**src/rtl/red_pitaya_pwm_dac_pkg.sv**
```systemverilog
// Shared constants for the PWM DAC: default period length and the layout of the 24-bit setting word.
package red_pitaya_pwm_dac_pkg;

  localparam int unsigned PWM_FULL_DEF = 156;

  localparam int unsigned PWM_V_W   = 8;
  localparam int unsigned PWM_B_W   = 16;
  localparam int unsigned PWM_CFG_W = PWM_V_W + PWM_B_W;

  localparam int unsigned PWM_CFG_V_MSB = PWM_CFG_W - 1;
  localparam int unsigned PWM_CFG_V_LSB = PWM_B_W;
  localparam int unsigned PWM_CFG_B_MSB = PWM_B_W - 1;
  localparam int unsigned PWM_CFG_B_LSB = 0;

  localparam int unsigned PWM_SUPER_N = 16;

  function automatic logic [PWM_V_W-1:0] cfg_duty(input logic [PWM_CFG_W-1:0] cfg);
    return cfg[PWM_CFG_V_MSB:PWM_CFG_V_LSB];
  endfunction

  function automatic logic [PWM_B_W-1:0] cfg_dither(input logic [PWM_CFG_W-1:0] cfg);
    return cfg[PWM_CFG_B_MSB:PWM_CFG_B_LSB];
  endfunction

endpackage

```
**src/rtl/red_pitaya_pwm_dac.sv**
```systemverilog
// Single-bit PWM DAC with 16-period dithered super-cycle; settings load only at super-cycle boundaries.
// Outputs registered, one cycle behind the counters; no backpressure, free-running.
module red_pitaya_pwm_dac
  import red_pitaya_pwm_dac_pkg::*;
#(
  parameter int unsigned FULL = PWM_FULL_DEF
) (
  input  logic                 clk_i,
  input  logic                 rst_i,
  input  logic [PWM_CFG_W-1:0] cfg_i,
  output logic                 pwm_o,
  output logic                 sync_o
);

  if (FULL < 2 || FULL > 255) begin : g_full_range
    $error("FULL must be within 2..255");
  end

  localparam logic [PWM_V_W-1:0] LAST = PWM_V_W'(FULL - 1);

  logic [PWM_V_W-1:0] vcnt;
  logic [3:0]         bcnt;
  logic [PWM_V_W-1:0] v_r;
  logic [PWM_B_W-1:0] b_r;

  logic               per_end;
  logic               super_end;
  logic [PWM_V_W:0]   duty_lim;
  logic               high;

  assign per_end   = (vcnt == LAST);
  assign super_end = per_end && (bcnt == 4'hF);

  // 9-bit compare so v_r = 255 plus a dither bit does not wrap to 0.
  assign duty_lim = {1'b0, v_r} + {{PWM_V_W{1'b0}}, b_r[0]};
  assign high     = {1'b0, vcnt} < duty_lim;

  always_ff @(posedge clk_i) begin
    if (rst_i) begin
      vcnt   <= LAST;
      bcnt   <= 4'hF;
      v_r    <= '0;
      b_r    <= '0;
      pwm_o  <= 1'b0;
      sync_o <= 1'b0;
    end else begin
      pwm_o  <= high;
      sync_o <= super_end;
      if (per_end) begin
        vcnt <= '0;
        bcnt <= bcnt + 4'd1;
        if (super_end) begin
          v_r <= cfg_duty(cfg_i);
          b_r <= cfg_dither(cfg_i);
        end else begin
          b_r <= {b_r[0], b_r[PWM_B_W-1:1]};
        end
      end else begin
        vcnt <= vcnt + 8'd1;
      end
    end
  end

endmodule

```
**config.mk**
```make
export PLATFORM = sky130hd
export DESIGN_NAME = red_pitaya_pwm_dac
export DESIGN_NICKNAME = d
export VERILOG_FILES = /design/src/rtl/red_pitaya_pwm_dac_pkg.sv /design/src/rtl/red_pitaya_pwm_dac.sv
export SDC_FILE = /design/constraint.sdc
export NUM_CORES = 1
export LEC_CHECK = 0
export CORE_MARGIN = 3
export CORE_UTILIZATION = 53
export DETAILED_ROUTE_END_ITERATION = 8
export GPL_ROUTABILITY_DRIVEN = 0
export PLACE_DENSITY = 0.75
export SLEW_MARGIN = 20
export SYNTH_ARGS = -nofsm -noshare
export SYNTH_HDL_FRONTEND = slang
export SYNTH_SLANG_ARGS = --single-unit
```
**constraint.sdc**
```tcl
create_clock -name clk_i -period 5.1 [get_ports clk_i]
set_input_delay 0.765 -clock clk_i [delete_from_list [all_inputs] [get_ports clk_i]]
set_output_delay 0.765 -clock clk_i [all_outputs]
set_load 0.05 [all_outputs]
```
* Word-level counts from Yosys, hierarchy flattened *
Cells that the tools add are included.

operators by class
  add/subtract/negate cells = 3
  order comparisons = 1
  equality and inequality tests = 2
  mux-type cells = 2
  reductions and logical operators = 3

operator list
  cell                   count
  $mux W16               1
  $add A8 B1 Y9          1
  $lt A8 B9 Y1           1
  $add A8 B1 Y8 const B  1
  $eq A8 B8 Y1 const B   1
  $mux W8                1
  $add A4 B1 Y4 const B  1
  $eq A4 B4 Y1 const B   1
  $reduce_and A2 Y1      1
  $reduce_or A2 Y1       1
  $logic_and A1 B1 Y1    1

word-level totals
  bits in registers = 38
  bits of input ports = 26
  output and inout port bits = 2
  logic and storage cells = 18

* Depth between registers and ports, before layout *
  word-level depth = 3
  depth in mapped cells = 9
  mapped depth without buffers = 9

* Worst setup path after synthesis *
Ideal clock, no wire load.

  kind = register to register
  start = reg b_r[0]
  end = reg pwm_o
  setup time = 75 ps
  data arrival time = 1808 ps
  required time = 5025 ps
  slack = 3217 ps
  cell stages (with the launch flop) = 10
  buffers on the path = 0
  path through = dfxtp_1 ha_1 ha_1 nand2_1 nor2_1 xnor2_1 ha_1 a2111oi_0 o21ai_0 o22ai_1

between the ends
  longest elaborated chain between the ends = 2

RTL lines
  item                      line                      text
  start: declaration        red_pitaya_pwm_dac.sv:24  logic [PWM_B_W-1:0] b_r;
  start signal: assignment  red_pitaya_pwm_dac.sv:54  b_r <= cfg_dither(cfg_i);
  start signal: assignment  red_pitaya_pwm_dac.sv:56  b_r <= {b_r[0], b_r[PWM_B_W-1:1]};
  $add A8 B1 Y9             red_pitaya_pwm_dac.sv:35  assign duty_lim = {1'b0, v_r} + {{PWM_V_W{1'b0}}, b_r[0]};
  $lt A8 B9 Y1              red_pitaya_pwm_dac.sv:36  assign high = {1'b0, vcnt} < duty_lim;
  end signal: assignment    red_pitaya_pwm_dac.sv:47  pwm_o <= high;
  end: declaration          red_pitaya_pwm_dac.sv:11  output logic pwm_o,

Every way passes these cells.
A chain may end at the register's enable or synchronous reset.

* Worst setup path after layout *
  start = reg bcnt[0]
  end = reg v_r[3]

between the ends
  longest elaborated chain between the ends = 3

RTL lines
  item                         line                      text
  start: declaration           red_pitaya_pwm_dac.sv:22  logic [3:0] bcnt;
  start signal: assignment     red_pitaya_pwm_dac.sv:51  bcnt <= bcnt + 4'd1;
  $eq A4 B4 Y1                 red_pitaya_pwm_dac.sv:32  assign super_end = per_end && (bcnt == 4'hF);
  $logic_and A1 B1 Y1          red_pitaya_pwm_dac.sv:32
  $reduce_and A2 Y1 (no line)  -
  end signal: assignment       red_pitaya_pwm_dac.sv:53  v_r <= cfg_duty(cfg_i);
  end: declaration             red_pitaya_pwm_dac.sv:23  logic [PWM_V_W-1:0] v_r;

Every way passes these cells.

==> results.yml <==
worst_setup_path:
  cp-endpoint: "v_r[3]"
  slowest_stage: "nor3_4"
  worstSetupPathDepth: 5
  timing.rr.end: "v_r[3]"
  reg2reg_depth: 5
  crit_chain: "ha_1 -> nand3_1 -> nor3_4 -> mux2i_1 -> nor2_1"
  r2r_start: "bcnt[0]"
  startpoint_type: "register"
  cp_data_arrival_time_ns: 2.43
  crit_required_ns: 5.30
  cp_top_family: "simple AND/OR/NAND/NOR gates"
  crit_type: "register to register"
  worstSetupEndpointType: "register"
  critPathBufInv: 0
  rrSetupSlack_ns: 2.87
  critPathMaxStageDelay_ns: 0.62
  startpoint: "bcnt[0]"
  path_max_fanout: 18
synthesis:
  synth_mux_area_share_pct: 4.32
  synth_cell_type_count: 35
  synth_edf_count: 0
  synthFlopType: "dfxtp_1"
  ys.warnings.count: 0
  synth_simple_gate_area_share_pct: 24.9
  synth_area_leaders: "dfxtp_1, ha_1, a311oi_1, nand2_1, nor2_1"
  netlist_area_sq_um: 1860
  synthXorXnorAreaFrac_pct: 6.14
  seq_area_frac_synth_pct: 41.0
  netlist_instances: 212
  syn_nets: 250
  yosysMostFrequentCell: "dfxtp_1"
  synth_compound_area_share_pct: 12.3
  synth_top_family_by_area: "simple AND/OR/NAND/NOR gates"
  yosys-top-cells-count: "dfxtp_1, nand2_1, nor2_1"
  synthAdderAreaFrac_pct: 8.09
  avgSynthCellArea_sq_um: 8.75
  ys_ff_latch: 38
  synth_top_area_share_pct: 41.0
  async_flop_share_pct: 0
  yosysTopAreaCell: "dfxtp_1"
timing:
  min_period_ns: 2.23
  rsz0062_at_grt: "false"
  fmax_ghz: 0.449
  worst_pin_slew_ns: 0.718
  min_period_over_period_pct: 43.7
  maxSlewViolCount: 0
  final.setup.tns_ns: 0
  finalSetupViolations: 0
  whs_ns: 0.485
  slew-limit-headroom_pct: 52.0
  hold_viol_final: 0
  skew_ns: 0.00478
grt:
  antenna_found_initial: 0
  grt.overflow.total: 0
  grt_max_degree: 44
  grt_pass1_vias: 1462
  grt_pass1_wl_um: 6220
  grt_usage_pct: 18.4
clock_tree:
  cts_buffers: 5
  post_cts.repair.setup_buffers: 0
  insertion_delay_ns: 0.32
  clock_path_buffers: 2
  numClockSinks: 38
  htree_levels: 2
  cts_root_buf: "clkbuf_4"
  cts_resized: 0
  cts_tree: "yes"
  hold_buffers: 0
  path_clk_slew_ns: 0.10
route:
  ant_nets: 0
  drc: 0
  route.vias.total: 1542
  wirelength_um: 3590
  wl_per_cell_um: 12.8
  vias_per_cell: 5.51
  drt_iter0_drc: 141
  firstDrtPassIters: 4
power_and_ir_drop:
  leakagePower_nw: 0.798
  power_w: 0.00113
  peakVddDrop_mv: 0.233
  p_per_area_nw_per_um2: 516
final_layout:
  design_area_sq_um: 2180
  drive_gt1_share_pct: 4.66
  finalNetCount: 274
  num_antenna_cells: 0
  area_growth_pct: 17.7
die:
  chipHeight_um: 65.2
  dieArea_sq_um: 4250
  core_sq_um: 3200
  rows: 20
  pin_count: 28
  die_w_um: 65.2
  initial_core_util_pct: 57.9
outcome:
  status: "finished clean"
placement:
  dpl.hpwl_um: 2560
  post_dp_cell_area_sq_um: 2140
  io_buffers: 27
min_path:
  hp-class: "register to register"
  whs_path_depth: 2
job:
  drv_cap: 0
[where the power goes]
part | switching (W) | internal, W
clock | 0.0000898 | 0.0000521
combinational | 0.000304 | 0.000222
sequential | 0.0000772 | 0.000382
total | 0.000471 | 0.000655
[worst reg2reg max path, stage by stage, from the launching register on]
cell and delay (ns):
dfxtp_1 0.39, ha_1 0.22, nand3_1 0.52, nor3_4 0.63, mux2i_1 0.27, nor2_1 0.07
[cells in the final DEF, fill, tap and decap left out, drive strengths merged, types with 2 or more instances in the layout]
cell type,count
a311oi,16
nor3,7
nand3,12
and3,4
nand2,35
xnor2,7
ha,12
clkbuf,7
xor2,6
clkdlybuf4s50,27
nand2b,3
or3,2
dfxtp,38
a21oi,2
a31oi,2
buf,2
nor2,29
o21bai,3
mux2i,8
nor2b,2
[how the worst min path moves through the flow]
| stage | from | endpoint | slack [ns] |
|---|---|---|---|
| after floorplan | vcnt[0] | vcnt[0] | 0.45 |
| after global placement | b_r[7] | b_r[6] | 0.47 |
| after detailed placement | b_r[15] | b_r[14] | 0.47 |
| after CTS | b_r[9] | b_r[8] | 0.49 |
| after global routing | b_r[9] | b_r[8] | 0.51 |
| final | b_r[8] | b_r[7] | 0.49 |
[layout make-up]
| class | instances | area (sq um) |
|---|---|---|
| clock buffers | 7 | 45.0 |
| fillers | 292 | 1020 |
| inverters | 1 | 3.75 |
| multi-input cells | 161 | 1030 |
| flip-flops and latches | 38 | 761 |
| well taps | 44 | 55.1 |
| repair buffers | 29 | 285 |
[stage by stage]
| step | util [%] | setup slack, ns | instances |
|---|---|---|---|
| final | 68.2 | 2.87 | 280 |
| after global routing | 68.2 | 2.62 | 280 |
| after CTS | 68.2 | 2.83 | 280 |
| after detailed placement | 66.8 | 2.84 | 273 |
| after global placement | 66.8 | 2.99 | 273 |
| after floorplan | - | 3.22 | 212 |
[per-layer routing]
metal	wire (um)	vias up	global-route usage (%)
met5	0	-	0
met4	42	0	6.74
met3	138	6	4.62
met2	1650	26	29.3
met1	1760	712	24.0
li1	-	798	-
[cells by family (layout without fill, tap and decap cells)]
group | count (synthesis) | count (layout)
muxes | 8 | 8
and+or+nand+nor | 99 | 99
DFF | 38 | 38
xor gates and xnor gates | 13 | 13
buffers and inverters | 13 | 37
adders and majority gates | 12 | 12
AOI/OAI and AO/OA | 29 | 29
[state kept, by name, indices dropped and copies added (netlist names)]
register	flops
sync_o	1
pwm_o	1
v_r	8
vcnt	8
b_r	16
bcnt	4
No activity file was read; power rests on OpenSTA's default activity.
